## src/rtl/hist_accum_dump_if.sv

```systemverilog
// Bus bundle for the histogram accumulator: sample input, dump request,
// backpressured readout and status flags.
//
// Handshake: a transfer happens on a rising clk edge where the source's
// valid and the sink's ready are both high. The source holds its payload
// stable while valid is high and ready is low. The sample port samples
// sample_bin on sample_valid && sample_ready. The readout port transfers one
// beat (out_data/out_index/out_last) on out_valid && out_ready.
interface hist_accum_dump_if #(
  parameter int IDX_W = 6,
  parameter int CNT_W = 8
);
  logic             sample_valid;
  logic             sample_ready;
  logic [IDX_W-1:0] sample_bin;
  logic             dump_req;
  logic             out_valid;
  logic             out_ready;
  logic [CNT_W-1:0] out_data;
  logic [IDX_W-1:0] out_index;
  logic             out_last;
  logic             overflow_flag;
  logic             dropped;

  // Accumulator side.
  modport slave (
    input  sample_valid, sample_bin, dump_req, out_ready,
    output sample_ready, out_valid, out_data, out_index, out_last,
           overflow_flag, dropped
  );

  // Sample producer / readout consumer side.
  modport master (
    output sample_valid, sample_bin, dump_req, out_ready,
    input  sample_ready, out_valid, out_data, out_index, out_last,
           overflow_flag, dropped
  );
endinterface

```

## src/rtl/hist_accum_dump.sv

```systemverilog
// Histogram accumulator: counts bin-index samples into NUM_BINS saturating
// counters, streams the whole histogram out on saturation or request, then
// clears itself. state_o exposes the FSM state for debug.
module hist_accum_dump #(
  parameter int NUM_BINS    = 64,
  parameter int IDX_W       = 6,
  parameter int CNT_W       = 8,
  parameter bit DUMP_ON_SAT = 1'b1
) (
  input  logic              clk,
  input  logic              bin_reset,
  hist_accum_dump_if.slave  bus,
  output logic [1:0]        state_o
);

  typedef enum logic [1:0] {
    S_IDLE  = 2'd0,
    S_DUMP  = 2'd1,
    S_CLEAR = 2'd2
  } state_t;

  localparam logic [CNT_W-1:0] CNT_MAX    = '1;
  localparam logic [CNT_W-1:0] CNT_ONE    = CNT_W'(1);
  localparam logic [IDX_W:0]   NUM_BINS_X = (IDX_W+1)'(NUM_BINS);
  localparam logic [IDX_W-1:0] LAST_IDX   = IDX_W'(NUM_BINS - 1);
  localparam logic [IDX_W-1:0] IDX_ONE    = IDX_W'(1);

  state_t           state_q, state_d;
  logic [IDX_W-1:0] ptr_q, ptr_d;
  logic             ovf_q, ovf_d;
  logic             drop_q, drop_d;
  logic [CNT_W-1:0] cnt_q [NUM_BINS];

  logic             accept;
  logic             in_range;
  logic [CNT_W-1:0] cur_cnt;
  logic             inc_en;
  logic             clr_all;
  logic             sat_trig;

  // Sample acceptance and the current count of the addressed bin.
  always_comb begin
    accept   = bus.sample_valid && (state_q == S_IDLE);
    in_range = ({1'b0, bus.sample_bin} < NUM_BINS_X);
    cur_cnt  = in_range ? cnt_q[bus.sample_bin] : '0;
  end

  // Next-state logic: counting in IDLE, readout pointer in DUMP, wipe in CLEAR.
  always_comb begin
    state_d  = state_q;
    ptr_d    = ptr_q;
    ovf_d    = ovf_q;
    drop_d   = 1'b0;
    inc_en   = 1'b0;
    clr_all  = 1'b0;
    sat_trig = 1'b0;
    case (state_q)
      S_IDLE: begin
        if (accept) begin
          if (!in_range) begin
            drop_d = 1'b1;
          end else if (cur_cnt != CNT_MAX) begin
            inc_en = 1'b1;
            // The increment that fills the bin counts, then triggers a dump.
            if (DUMP_ON_SAT && (cur_cnt == (CNT_MAX - CNT_ONE))) begin
              ovf_d    = 1'b1;
              sat_trig = 1'b1;
            end
          end else begin
            // Already full: hold at saturation and flag it.
            ovf_d = 1'b1;
          end
        end
        // Saturation and request in the same cycle collapse into one dump.
        if (sat_trig || bus.dump_req) begin
          state_d = S_DUMP;
          ptr_d   = '0;
        end
      end
      S_DUMP: begin
        if (bus.out_ready) begin
          if (ptr_q == LAST_IDX) begin
            state_d = S_CLEAR;
            ptr_d   = '0;
          end else begin
            ptr_d = ptr_q + IDX_ONE;
          end
        end
      end
      S_CLEAR: begin
        clr_all = 1'b1;
        ovf_d   = 1'b0;
        state_d = S_IDLE;
      end
      default: begin
        state_d = S_IDLE;
      end
    endcase
  end

  // Control registers; reset aborts any dump in progress.
  always_ff @(posedge clk or posedge bin_reset) begin
    if (bin_reset) begin
      state_q <= S_IDLE;
      ptr_q   <= '0;
      ovf_q   <= 1'b0;
      drop_q  <= 1'b0;
    end else begin
      state_q <= state_d;
      ptr_q   <= ptr_d;
      ovf_q   <= ovf_d;
      drop_q  <= drop_d;
    end
  end

  // Bin counters: single increment port, bulk clear after a dump.
  always_ff @(posedge clk or posedge bin_reset) begin
    if (bin_reset) begin
      for (int i = 0; i < NUM_BINS; i++) cnt_q[i] <= '0;
    end else if (clr_all) begin
      for (int i = 0; i < NUM_BINS; i++) cnt_q[i] <= '0;
    end else if (inc_en) begin
      cnt_q[bus.sample_bin] <= cur_cnt + CNT_ONE;
    end
  end

  // Outputs decode directly from registered state so reset clears them at once.
  always_comb begin
    bus.sample_ready  = (state_q == S_IDLE);
    bus.out_valid     = (state_q == S_DUMP);
    bus.out_index     = ptr_q;
    bus.out_data      = (state_q == S_DUMP) ? cnt_q[ptr_q] : '0;
    bus.out_last      = (state_q == S_DUMP) && (ptr_q == LAST_IDX);
    bus.overflow_flag = ovf_q;
    bus.dropped       = drop_q;
    state_o           = state_q;
  end

endmodule

```

## src/flat_wrapper.sv

```systemverilog
// flat-port wrapper written by rule: the top's interface ports become plain ports
module hist_accum_dump_flat 
#(
  parameter int NUM_BINS    = 64,
  parameter int IDX_W       = 6,
  parameter int CNT_W       = 8,
  parameter bit DUMP_ON_SAT = 1'b1
)
  (clk, bin_reset, state_o, bus_sample_valid, bus_sample_bin, bus_dump_req, bus_out_ready, bus_sample_ready, bus_out_valid, bus_out_data, bus_out_index, bus_out_last, bus_overflow_flag, bus_dropped);
  hist_accum_dump_if #(.IDX_W(IDX_W), .CNT_W(CNT_W)) bus_i ();
  input  logic clk;
  input  logic bin_reset;
  output logic [1:0] state_o;
  input wire logic [$bits(bus_i.sample_valid)-1:0] bus_sample_valid;
  input wire logic [$bits(bus_i.sample_bin)-1:0] bus_sample_bin;
  input wire logic [$bits(bus_i.dump_req)-1:0] bus_dump_req;
  input wire logic [$bits(bus_i.out_ready)-1:0] bus_out_ready;
  output wire logic [$bits(bus_i.sample_ready)-1:0] bus_sample_ready;
  output wire logic [$bits(bus_i.out_valid)-1:0] bus_out_valid;
  output wire logic [$bits(bus_i.out_data)-1:0] bus_out_data;
  output wire logic [$bits(bus_i.out_index)-1:0] bus_out_index;
  output wire logic [$bits(bus_i.out_last)-1:0] bus_out_last;
  output wire logic [$bits(bus_i.overflow_flag)-1:0] bus_overflow_flag;
  output wire logic [$bits(bus_i.dropped)-1:0] bus_dropped;
  assign bus_i.sample_valid = bus_sample_valid;
  assign bus_i.sample_bin = bus_sample_bin;
  assign bus_i.dump_req = bus_dump_req;
  assign bus_i.out_ready = bus_out_ready;
  assign bus_sample_ready = bus_i.sample_ready;
  assign bus_out_valid = bus_i.out_valid;
  assign bus_out_data = bus_i.out_data;
  assign bus_out_index = bus_i.out_index;
  assign bus_out_last = bus_i.out_last;
  assign bus_overflow_flag = bus_i.overflow_flag;
  assign bus_dropped = bus_i.dropped;
  hist_accum_dump #(.NUM_BINS(NUM_BINS), .IDX_W(IDX_W), .CNT_W(CNT_W), .DUMP_ON_SAT(DUMP_ON_SAT)) u_core (.clk(clk), .bin_reset(bin_reset), .bus(bus_i), .state_o(state_o));
endmodule
```

## config.mk

```make
export PLATFORM = sky130hd
export DESIGN_NAME = hist_accum_dump_flat
export DESIGN_NICKNAME = d
export VERILOG_FILES = /design/src/rtl/hist_accum_dump_if.sv /design/src/rtl/hist_accum_dump.sv /design/src/flat_wrapper.sv
export SDC_FILE = /design/constraint.sdc
export NUM_CORES = 1
export LEC_CHECK = 0
export ABC_AREA = 1
export CELL_PAD_IN_SITES_DETAIL_PLACEMENT = 1
export CELL_PAD_IN_SITES_GLOBAL_PLACEMENT = 1
export CORE_AREA = 2 2 257 259
export CTS_CLUSTER_DIAMETER = 80
export DETAILED_ROUTE_END_ITERATION = 6
export DIE_AREA = 0 0 259 261
export HOLD_SLACK_MARGIN = 0.15
export PLACE_DENSITY = 0.84
export SKIP_LAST_GASP = 1
export SYNTH_ARGS = -nofsm -noshare
export SYNTH_HDL_FRONTEND = slang
export SYNTH_SLANG_ARGS = --single-unit
```

## constraint.sdc

```tcl
create_clock -name clk -period 40.7 [get_ports clk]
set_input_delay 8.14 -clock clk [delete_from_list [all_inputs] [get_ports clk]]
set_output_delay 8.14 -clock clk [all_outputs]
set_load 0.01 [all_outputs]
```

==> results of run 1 <==
==> cell usage after synthesis (all sizes together) <==
library cell	instances
nor2	445
or2	7
a31oi	2
o221a	1
xnor2	1
mux2	8
nor3b	1
clkinv	5
a221oi	7
nand4	13
a211oi	6
nand3	190
o311ai	1
a21oi	55
xor2	4
o31ai	1
o22ai	117
ha	3
o211ai	9
dfrtp	521
nand2	2671
nor4	1
mux2i	4
a22oi	4
inv	108
nor3	11
conb	1
o32ai	4
clkbuf	156
o21ai	396
buf	128
==> cells by family after synthesis <==
| logic type | Yosys count |
|---|---|
| DFF | 521 |
| adders and majority gates | 3 |
| other | 1 |
| muxes | 12 |
| AOI/OAI and AO/OA | 603 |
| xor gates and xnor gates | 5 |
| buffers and inverters | 397 |
| and+or+nand+nor | 3339 |
==> registers in the layout, summed over array words and instances, names as in the netlist <==
signal,count
u_core.state_o,2
u_core.bus.overflow_flag,1
u_core.cnt_q,512
u_core.bus.out_index,6
==> layer usage <==
| layer | global-route usage | routed length (um) | share of wire |
|---|---|---|---|
| met1 | 0.552 | 56900 | 0.40 |
| met2 | 0.635 | 62200 | 0.44 |
| met3 | 0.0863 | 14100 | 0.10 |
| met5 | 0 | 43 | 0.00030 |
| met4 | 0.212 | 7890 | 0.056 |
==> power by group through the flow <==
| stage | clock network [W] | registers (W) | logic, W |
|---|---|---|---|
| finish | 0.000578 | 0.000542 | 0.000371 |
| global route | 0.000599 | 0.000541 | 0.000383 |
| CTS | 0.000578 | 0.000540 | 0.000353 |
| detailed placement | 0 | 0.000550 | 0.000351 |
| global placement | 0 | 0.000550 | 0.000346 |
| floorplan | 0 | 0.000534 | 0.000205 |
==> cells in the final DEF, fill, tap and decap left out, drive strengths merged <==
cell,netlist,final
dfrtp,521,521
xor2,4,4
mux2i,4,4
a21oi,55,55
nor3b,1,1
a211oi,6,6
inv,108,106
ha,3,3
or2,7,7
nor2,445,445
o31ai,1,1
nand2,2671,2671
mux2,8,8
nand3,190,190
o221a,1,1
clkdlybuf4s50,0,27
nand4,13,13
clkbuf,156,89
buf,128,61
o311ai,1,1
o21ai,396,396
conb,1,1
o22ai,117,117
o32ai,4,4
nor4,1,1
clkinv,5,18
xnor2,1,1
a31oi,2,2
bufinv,0,6
o211ai,9,9
nor3,11,11
a221oi,7,7
clkinvlp,0,4
a22oi,4,4
==> layout make-up <==
| cell class | instances | area, sq um | area share |
|---|---|---|---|
| inverter | 113 | 457 | 0.0132 |
| multi-input combinational | 3963 | 17300 | 0.499 |
| clock buffer | 89 | 1770 | 0.0510 |
| timing repair buffer | 88 | 758 | 0.0218 |
| clock inverter | 21 | 269 | 0.00775 |
| tap | 864 | 1080 | 0.0311 |
| sequential | 521 | 13000 | 0.376 |
==> worst paths after layout <==
path	start	end	slack, ns	depth (start not counted)
max	u_core.bus.out_index[0]$_DFFE_PP0P_	bus_out_data[2]	26.05	12
min	u_core.cnt_q[286]$_DFFE_PP0P_	u_core.cnt_q[286]$_DFFE_PP0P_	0.48	2
max reg2reg	u_core.cnt_q[272]$_DFFE_PP0P_	u_core.cnt_q[175]$_DFFE_PP0P_	35.81	17
min reg2reg	u_core.cnt_q[286]$_DFFE_PP0P_	u_core.cnt_q[286]$_DFFE_PP0P_	0.48	2
max in group asynchronous	bin_reset	u_core.bus.out_index[0]$_DFFE_PP0P_	30.34	4
min in group asynchronous	bin_reset	u_core.cnt_q[451]$_DFFE_PP0P_	8.03	2
==> critical path: cells and delay by family (launching register included) <==
family	cells	cell delay, ns
AO/OA/AOI/OAI	6	1.87
buffers and inverters	4	2.85
flip-flops	1	0.73
AND/OR/NAND/NOR	2	0.25
==> metrics by stage <==
| step | cell area [sq um] | hold slack (ns) |
|---|---|---|
| after CTS | 34700 | 0.483 |
| after global placement | 32700 | 0.456 |
| final | 34700 | 0.480 |
| after global routing | 34700 | 0.505 |
| after detailed placement | 32700 | 0.468 |
| after floorplan | 32000 | 0.442 |
==> results.md, run 1 <==
Run status:
- The run finished with clean final reports.

Placed design:
- The final RePlAce weighted congestion is 0.947.
- The worst setup timing slack at the placement stage is roughly 26 ns.
- The count of buffers inserted at the top-level ports is 30.
- The cell count after placement is roughly 5500.
- The sum of net half-perimeters after detailed placement is 89300 um.

Clocking:
- The number of levels in the clock H-tree is 2.
- Clock tree synthesis selected as its root buffer the cell sky130_fd_sc_hd__clkbuf_16.
- After clock tree synthesis, the clock-pin slew on the worst setup and hold paths is ~0.06 ns.
- TritonCTS built the clock tree.
- The number of gates resized after CTS was 0.
- The clock drives roughly 520 sinks.
- Clock tree synthesis inserted a total of 61 buffers.
- The longest clock path from root to sink contains 3 buffers.
- For this design, the CTS-stage hold fixing added 0 buffers.
- The clock insertion delay at the later pin of the skew report is 0.65 ns.
- Buffers added to address setup during post-CTS repair amount to 0.

STA:
- The hold violation total from the final report is 0.
- The total negative slack for setup checks is 0 ns.
- For the finished layout, the period the worst path requires is ~15 ns.
- The final setup violation count is 0.
- Setup repair after global routing left no endpoint under its margin.
- Based on the critical path, the design can be clocked at up to 68.3 MHz.
- The final cycle utilization of the critical path is 0.360.
- The worst pin sits at a relative slew slack of 0.216.
- On the final layout, the worst clock skew is 0.0214 ns.
- At the pin with the least slew margin, the transition time is ~1.2 ns.
- The max-slew violation count was 0.
- Setup slack on the critical path of the routed design comes to roughly 26 ns.

Worst setup path:
- The highest net fanout along the worst path is 81.
- The element type at the critical path end is an output pin.
- The path type of the worst setup path is reg2out.
- At the worst endpoint, the required time is around 33 ns.
- Among the stages of the critical path, the cell type that occurs most often is sky130_fd_sc_hd__buf_4.
- The library cell contributing the largest single delay on the critical path is sky130_fd_sc_hd__buf_4.
- The worst setup path is launched from a flip-flop.
- Traced cell by cell, the critical path runs through buf_4 -> buf_4 -> buf_4 -> o21ai_0 -> o22ai_1 -> o21ai_0 -> o22ai_1 -> nand2_1 -> o211ai_1 -> nand2_1 -> a21oi_1 -> clkdlybuf4s50_1.
- The longest individual stage delay on the worst path is ~0.82 ns.
- The data arrival at the endpoint of the critical path is 6.51 ns.

Power and ir drop:
- Summed over all cells, the static leakage comes to 18.3 nW.
- The fraction of power spent switching nets is 0.360.
- Of the total power, combinational logic draws 0.249.
- The fraction of power consumed by the clock network is 0.388.
- The cell-internal power is between 0.0009 and 0.001 W.
- After layout, the design draws a total of about 0.0015 W.
- The sequential group share of total power is 0.363.
- Summed over all nets, the switching power comes to 0.000537 W.
- For this design the ratio of total power to cell area is around 43 nW/um^2.
- The maximum ir drop on the vdd rail is between 0.03 and 0.04 mV.

Yosys:
- The mux cell area share after synthesis is 0.00406.
- The XOR/XNOR share of the synthesized area is 0.00184.
- The area of the mapped netlist is ~32000 sq um.
- The portion of the post-synthesis area used by sequential elements is 0.407.
- The synthesized area per cell is between 6 and 7 sq um.
- The compound-cell area share of the yosys netlist is 0.102.
- Of the total synthesized cell area, the portion taken by full adders, half adders and majority gates is 0.00117.
- The synthesized design contains 521 register bits.
- The biggest area contributor in the post-synthesis netlist is sky130_fd_sc_hd__dfrtp_1.
- The combinational family with the most area after synthesis is simple AND/OR/NAND/NOR gates.
- The unique cell type count in the Yosys netlist is 50.
- In the synthesized netlist, the number of instances is about 5000.
- The number of nets handed over by synthesis was around 4900.
- By area the synthesized netlist is led by sky130_fd_sc_hd__dfrtp_1 (41%), sky130_fd_sc_hd__nand2_1 (31%), sky130_fd_sc_hd__o21ai_0 (6.0%), sky130_fd_sc_hd__nor2_1 (4.0%), sky130_fd_sc_hd__nor2_4 (3.1%).
- For this run, the number of Yosys warnings is 0.
- The proportion of netlist area held by the largest area contributor is 0.407.
- Of the total synthesized cell area, the portion taken by AND, OR, NAND and NOR gates is 0.431.

Global routing:
- The first-pass GRT wire length is about 210000 um.
- The number of antenna violations at the first check in global routing came to 4.
- The number of global-route vias before repair is approximately 34000.
- For this run the aggregate overflow at the end of global routing stands at 0.
- The total global routing track utilization is 0.413.
- Entering global routing, the biggest net connects around 160 pins.

Route:
- The number of DRC markers in iteration 0 is around 3800.
- The final wirelength is approximately 140000 um.
- The number of vias per cell is 6.13.
- The number of remaining DRC errors is 0.
- Once detail routing completed, the nets flagged for antenna violations numbered 0.
- In the final routed layout, each cell accounts on average for ~25 um.
- The detailed-route via count is roughly 35000.
- The number of iterations in the first detailed-routing pass is 6.

Min path:
- In this run the worst hold path is classified as reg2reg.

Layout:
- At the end of the flow the core is filled with cells to 0.534.
- The count of antenna diodes in the layout is 0.
- In the final layout, the share of cells above drive strength 1 is 0.0676.
- After the last flow step, the layout net total stands at roughly 4800.
- The final standard cell count with taps included and fillers excluded is approximately 5700.
- Compared with the post-synthesis result, the final layout area differs by 8.42%.
- The filler cells instantiated in the layout total about 8700.

Die:
- The number of placement rows is 94.
- The area enclosed by the die boundary is approximately 68000 sq um.
- The area of the core region is around 65000 sq um.
- The number of top-level pins is 32.
- The height of the chip is 261 um.
- The starting utilization of the core area is 0.492.
- In this run the horizontal extent of the chip is between 200 and 300 um.

Flow run:
- Max-cap violations in this run came to 0.
No activity file was read; power rests on OpenSTA's default activity.
==> inputs of run 2 (changes only) <==
--- a/config.mk
+++ b/config.mk
@@ -8,12 +8,12 @@
 export ABC_AREA = 1
 export CELL_PAD_IN_SITES_DETAIL_PLACEMENT = 1
 export CELL_PAD_IN_SITES_GLOBAL_PLACEMENT = 1
-export CORE_AREA = 2 2 257 259
+export CORE_AREA = 2 2 280 282
 export CTS_CLUSTER_DIAMETER = 80
 export DETAILED_ROUTE_END_ITERATION = 6
-export DIE_AREA = 0 0 259 261
+export DIE_AREA = 0 0 282 284
 export HOLD_SLACK_MARGIN = 0.15
-export PLACE_DENSITY = 0.84
+export PLACE_DENSITY = 0.75
 export SKIP_LAST_GASP = 1
 export SYNTH_ARGS = -nofsm -noshare
 export SYNTH_HDL_FRONTEND = slang
==> constraint.sdc (replaced) <==
create_clock -name clk -period 12.8 [get_ports clk]
set_input_delay 2.56 -clock clk [delete_from_list [all_inputs] [get_ports clk]]
set_output_delay 2.56 -clock clk [all_outputs]
set_load 0.01 [all_outputs]
==> results.md, run 2 (synthesis gave the netlist of run 1 again) <==
STA:
- The final critical path time including I/O delays and setup is 8.07 ns.
- Based on the critical path, the design can be clocked at up to about 120 MHz.
- The transition time at the pin with the least slew margin is about 1.1 ns.
- The clock tree skew after final layout is approximately 0.027 ns.
- The max-slew violation count is 0.
- Summed over all failing endpoints, the final setup total negative slack is 0 ns.
- The headroom to the max-slew limit is 0.238.
- The final cycle utilization of the critical path is 0.631.
- Setup repair after global routing left no endpoint under its margin.
- The hold violation total from the final report is 0.
- The final setup violation count is 0.

Route:
- After the first detailed-routing iteration, the DRC count stood at 3218.
- The number of iterations in the first detailed-routing pass is 5.
- In the routed design, unresolved DRC markers number 0.
- Across all layers, the routed design uses 33900 vias.
- Summed over all layers, the routed wires come to roughly 140000 um.
- Using the TritonRoute via totals, the vias-per-cell ratio works out to ~5.8.
- Once detail routing completed, the nets flagged for antenna violations numbered 0.
- The average detailed-routed wire length per instance is 24.3 um.

Worst setup path:
- The capturing instance or port of the critical path is u_core.cnt_q[242]$_DFFE_PP0P_.
- The most frequent cell on the critical path is sky130_fd_sc_hd__nand2_1.
- The highest net fanout along the worst path is 50.
- The library cell contributing the largest single delay on the critical path is sky130_fd_sc_hd__buf_4.
- The worst setup path is captured at a flip-flop.
- The worst register-to-register path begins at u_core.cnt_q[48]$_DFFE_PP0P_.
- STA puts the critical path data arrival time at between 8 and 9 ns.
- The depth of the most critical reg-to-reg path is 18.
- The longest individual stage delay on the worst path is ~0.78 ns.
- The required arrival time at the worst endpoint is ~13 ns.
- The worst register-to-register path ends at u_core.cnt_q[242]$_DFFE_PP0P_.
- The launching instance or port of the critical path is bus_sample_bin[1].
- The worst setup path is launched from a primary input.
- The path type of the worst setup path is in2reg.
- Across all register-to-register paths, the minimum setup slack is around 8.0 ns.
- Traced cell by cell, the critical path runs through buf_4 -> buf_4 -> nor2_2 -> nand2_1 -> o21ai_0 -> nor2_1 -> nand2_1 -> nand2_1 -> nand2_1 -> nor2_1 -> nand2_2 -> ha_1 -> nand3_2 -> inv_2 -> nand2_4 -> nand2_8 -> buf_4 -> nor2_2 -> nor2_2 -> nand2_1 -> nand2_1.

Clocking:
- The post-cts hold buffer count is 0.
- The clock-pin slew on the worst setup and hold paths is 0.06 ns.
- Once the clock tree was built, the setup fixing pass inserted 0 buffers.
- The number of cells upsized or downsized after cts is 0.
- No sink is reached through more buffers than the 3 on the longest clock path.
- The clock insertion delay at the later pin of the skew report is 0.62 ns.
- TritonCTS created 66 clock buffers.
- CTS placed an instance of sky130_fd_sc_hd__clkbuf_16 at the clock tree root.
- Counting every sink on the clock net gives ~520.
- The TritonCTS clock tree is done.
- The number of levels in the clock H-tree is 3.

Die:
- The number of placement rows is 102.
- The starting utilization of the core area is 0.416.
- In this run the standard cell core region covers around 77000 sq um.
- The area enclosed by the die boundary is between 80000 and 90000 sq um.
- In this run the vertical extent of the chip is 284 um.
- Pin placement for this block handled 32 I/O pins.
- The floorplan step set the die width to between 200 and 300 um.

Layout:
- The net count of the finished layout is 4770.
- Leaving out filler cells and counting taps, the final layout contains around 5800.
- The share of cells above drive strength 1 is 0.0693.
- The layout filler cell count is between 10000 and 15000.
- In the layout the commonest cells are sky130_fd_sc_hd__nand2_1 (2662), sky130_fd_sc_hd__dfrtp_1 (518), sky130_fd_sc_hd__o21ai_0 (384).
- The top register by number of flip-flops is u_core.cnt_q.
- The number of flip-flops under the largest register name is 512.
- The area growth from synthesis to layout is 9.97%.
- The fraction of the core area covered by cells at the end of the flow is 0.458.
- The finished cells cover around 35000 sq um.
- Leaving out fill and tap cells, the most frequent cell in the layout is sky130_fd_sc_hd__nand2_1.

Power and ir drop:
- Across the VDD grid, the largest voltage drop is between 0.07 and 0.08 mV.
- The power density normalized to cell area is roughly 140 nW/um^2.
- The static power due to leakage is approximately 18 nW.
- The completed layout was analyzed and its total power is ~0.0049 W.

Min path:
- The source of the worst hold timing path is u_core.cnt_q[291]$_DFFE_PP0P_.
- In this run the worst hold path is classified as reg2reg.

Placed design:
- The cell area reported after detailed placement is approximately 33000 sq um.
- Once placement completed, the tool counted placed cells totaling around 5700.
- Input and output buffers added on the ports amount to 30.
- The final RePlAce weighted congestion is 0.938.
- The sum of net half-perimeters after detailed placement is roughly 91000 um.

Run status:
- The run finished with clean final reports.

Global routing:
- The number of global-route vias before repair came to between 30000 and 40000.
- Entering global routing, the biggest net connects roughly 170 pins.
- Global routing finished with a remaining overflow of 0.
- The first global-routing pass estimated ~220000 um of wire.
- In the global route stage, overall resource usage came out at 0.354.
- The number of antenna violations at the first check in global routing is 3.

Flow run:
- The tool flagged a number of max-cap violations equal to 0.
run 2: cell types whose count changed in the layout (fill, tap and decap cells not counted), sizes merged:
cell      previous run  this run
clkinv              18        14
clkbuf              89       105
clkinvlp             4         1
buf                 61        64
bufinv               6         5
diode                0         1
run 2: layout make-up:
class	count	area [sq um]	share of cell area
Inverter	113	454	0.0129
Clock buffer	105	2080	0.0592
Clock inverter	13	198	0.00561
Sequential cell	521	13000	0.370
Multi-Input combinational cell	3963	17300	0.492
Timing Repair Buffer	91	793	0.0225
Tap cell	1040	1300	0.0369
Antenna cell	1	2.50	0.0000710
run 2: report_power, final:
part | leakage [nW] | internal [W] | switching [W]
Clock | 1.13 | 0.00122 | 0.000781
Sequential | 7.26 | 0.00166 | 0.0000632
Combinational | 10.0 | 0.000302 | 0.000882
Total | 18.4 | 0.00318 | 0.00173
run 2: how the worst min path moves through the flow:
| stage | to | slack (ns) | cells after the start |
|---|---|---|---|
| floorplan | u_core.cnt_q[104]$_DFFE_PP0P_ | 0.44 | 2 |
| global placement | u_core.cnt_q[24]$_DFFE_PP0P_ | 0.46 | 2 |
| detailed placement | u_core.cnt_q[291]$_DFFE_PP0P_ | 0.46 | 2 |
| CTS | u_core.cnt_q[8]$_DFFE_PP0P_ | 0.48 | 2 |
| global route | u_core.cnt_q[24]$_DFFE_PP0P_ | 0.50 | 2 |
| finish | u_core.cnt_q[291]$_DFFE_PP0P_ | 0.47 | 2 |
run 2: per-stage QoR:
stage | hold slack, ns | worst slack [ns]
2_1_floorplan | 0.442 | 3.16
3_3_place_gp | 0.457 | 4.50
3_5_place_dp | 0.463 | 4.33
4_1_cts | 0.476 | 4.94
5_1_grt | 0.497 | 4.57
6_report | 0.471 | 4.73
run 2: worst max-delay path: cells and delay by family:
kind	cells	cell delay [ns]
AND/OR/NAND/NOR	15	3.44
adder cells (fa/ha/maj)	1	0.29
buffers and inverters	4	1.50
AO/OA/AOI/OAI	1	0.55
run 2: metal layers:
layer  wire (um)  GRT usage
met5          13          0
met4        6920      0.165
met3       11900     0.0704
met2       63500      0.547
met1       59900      0.476
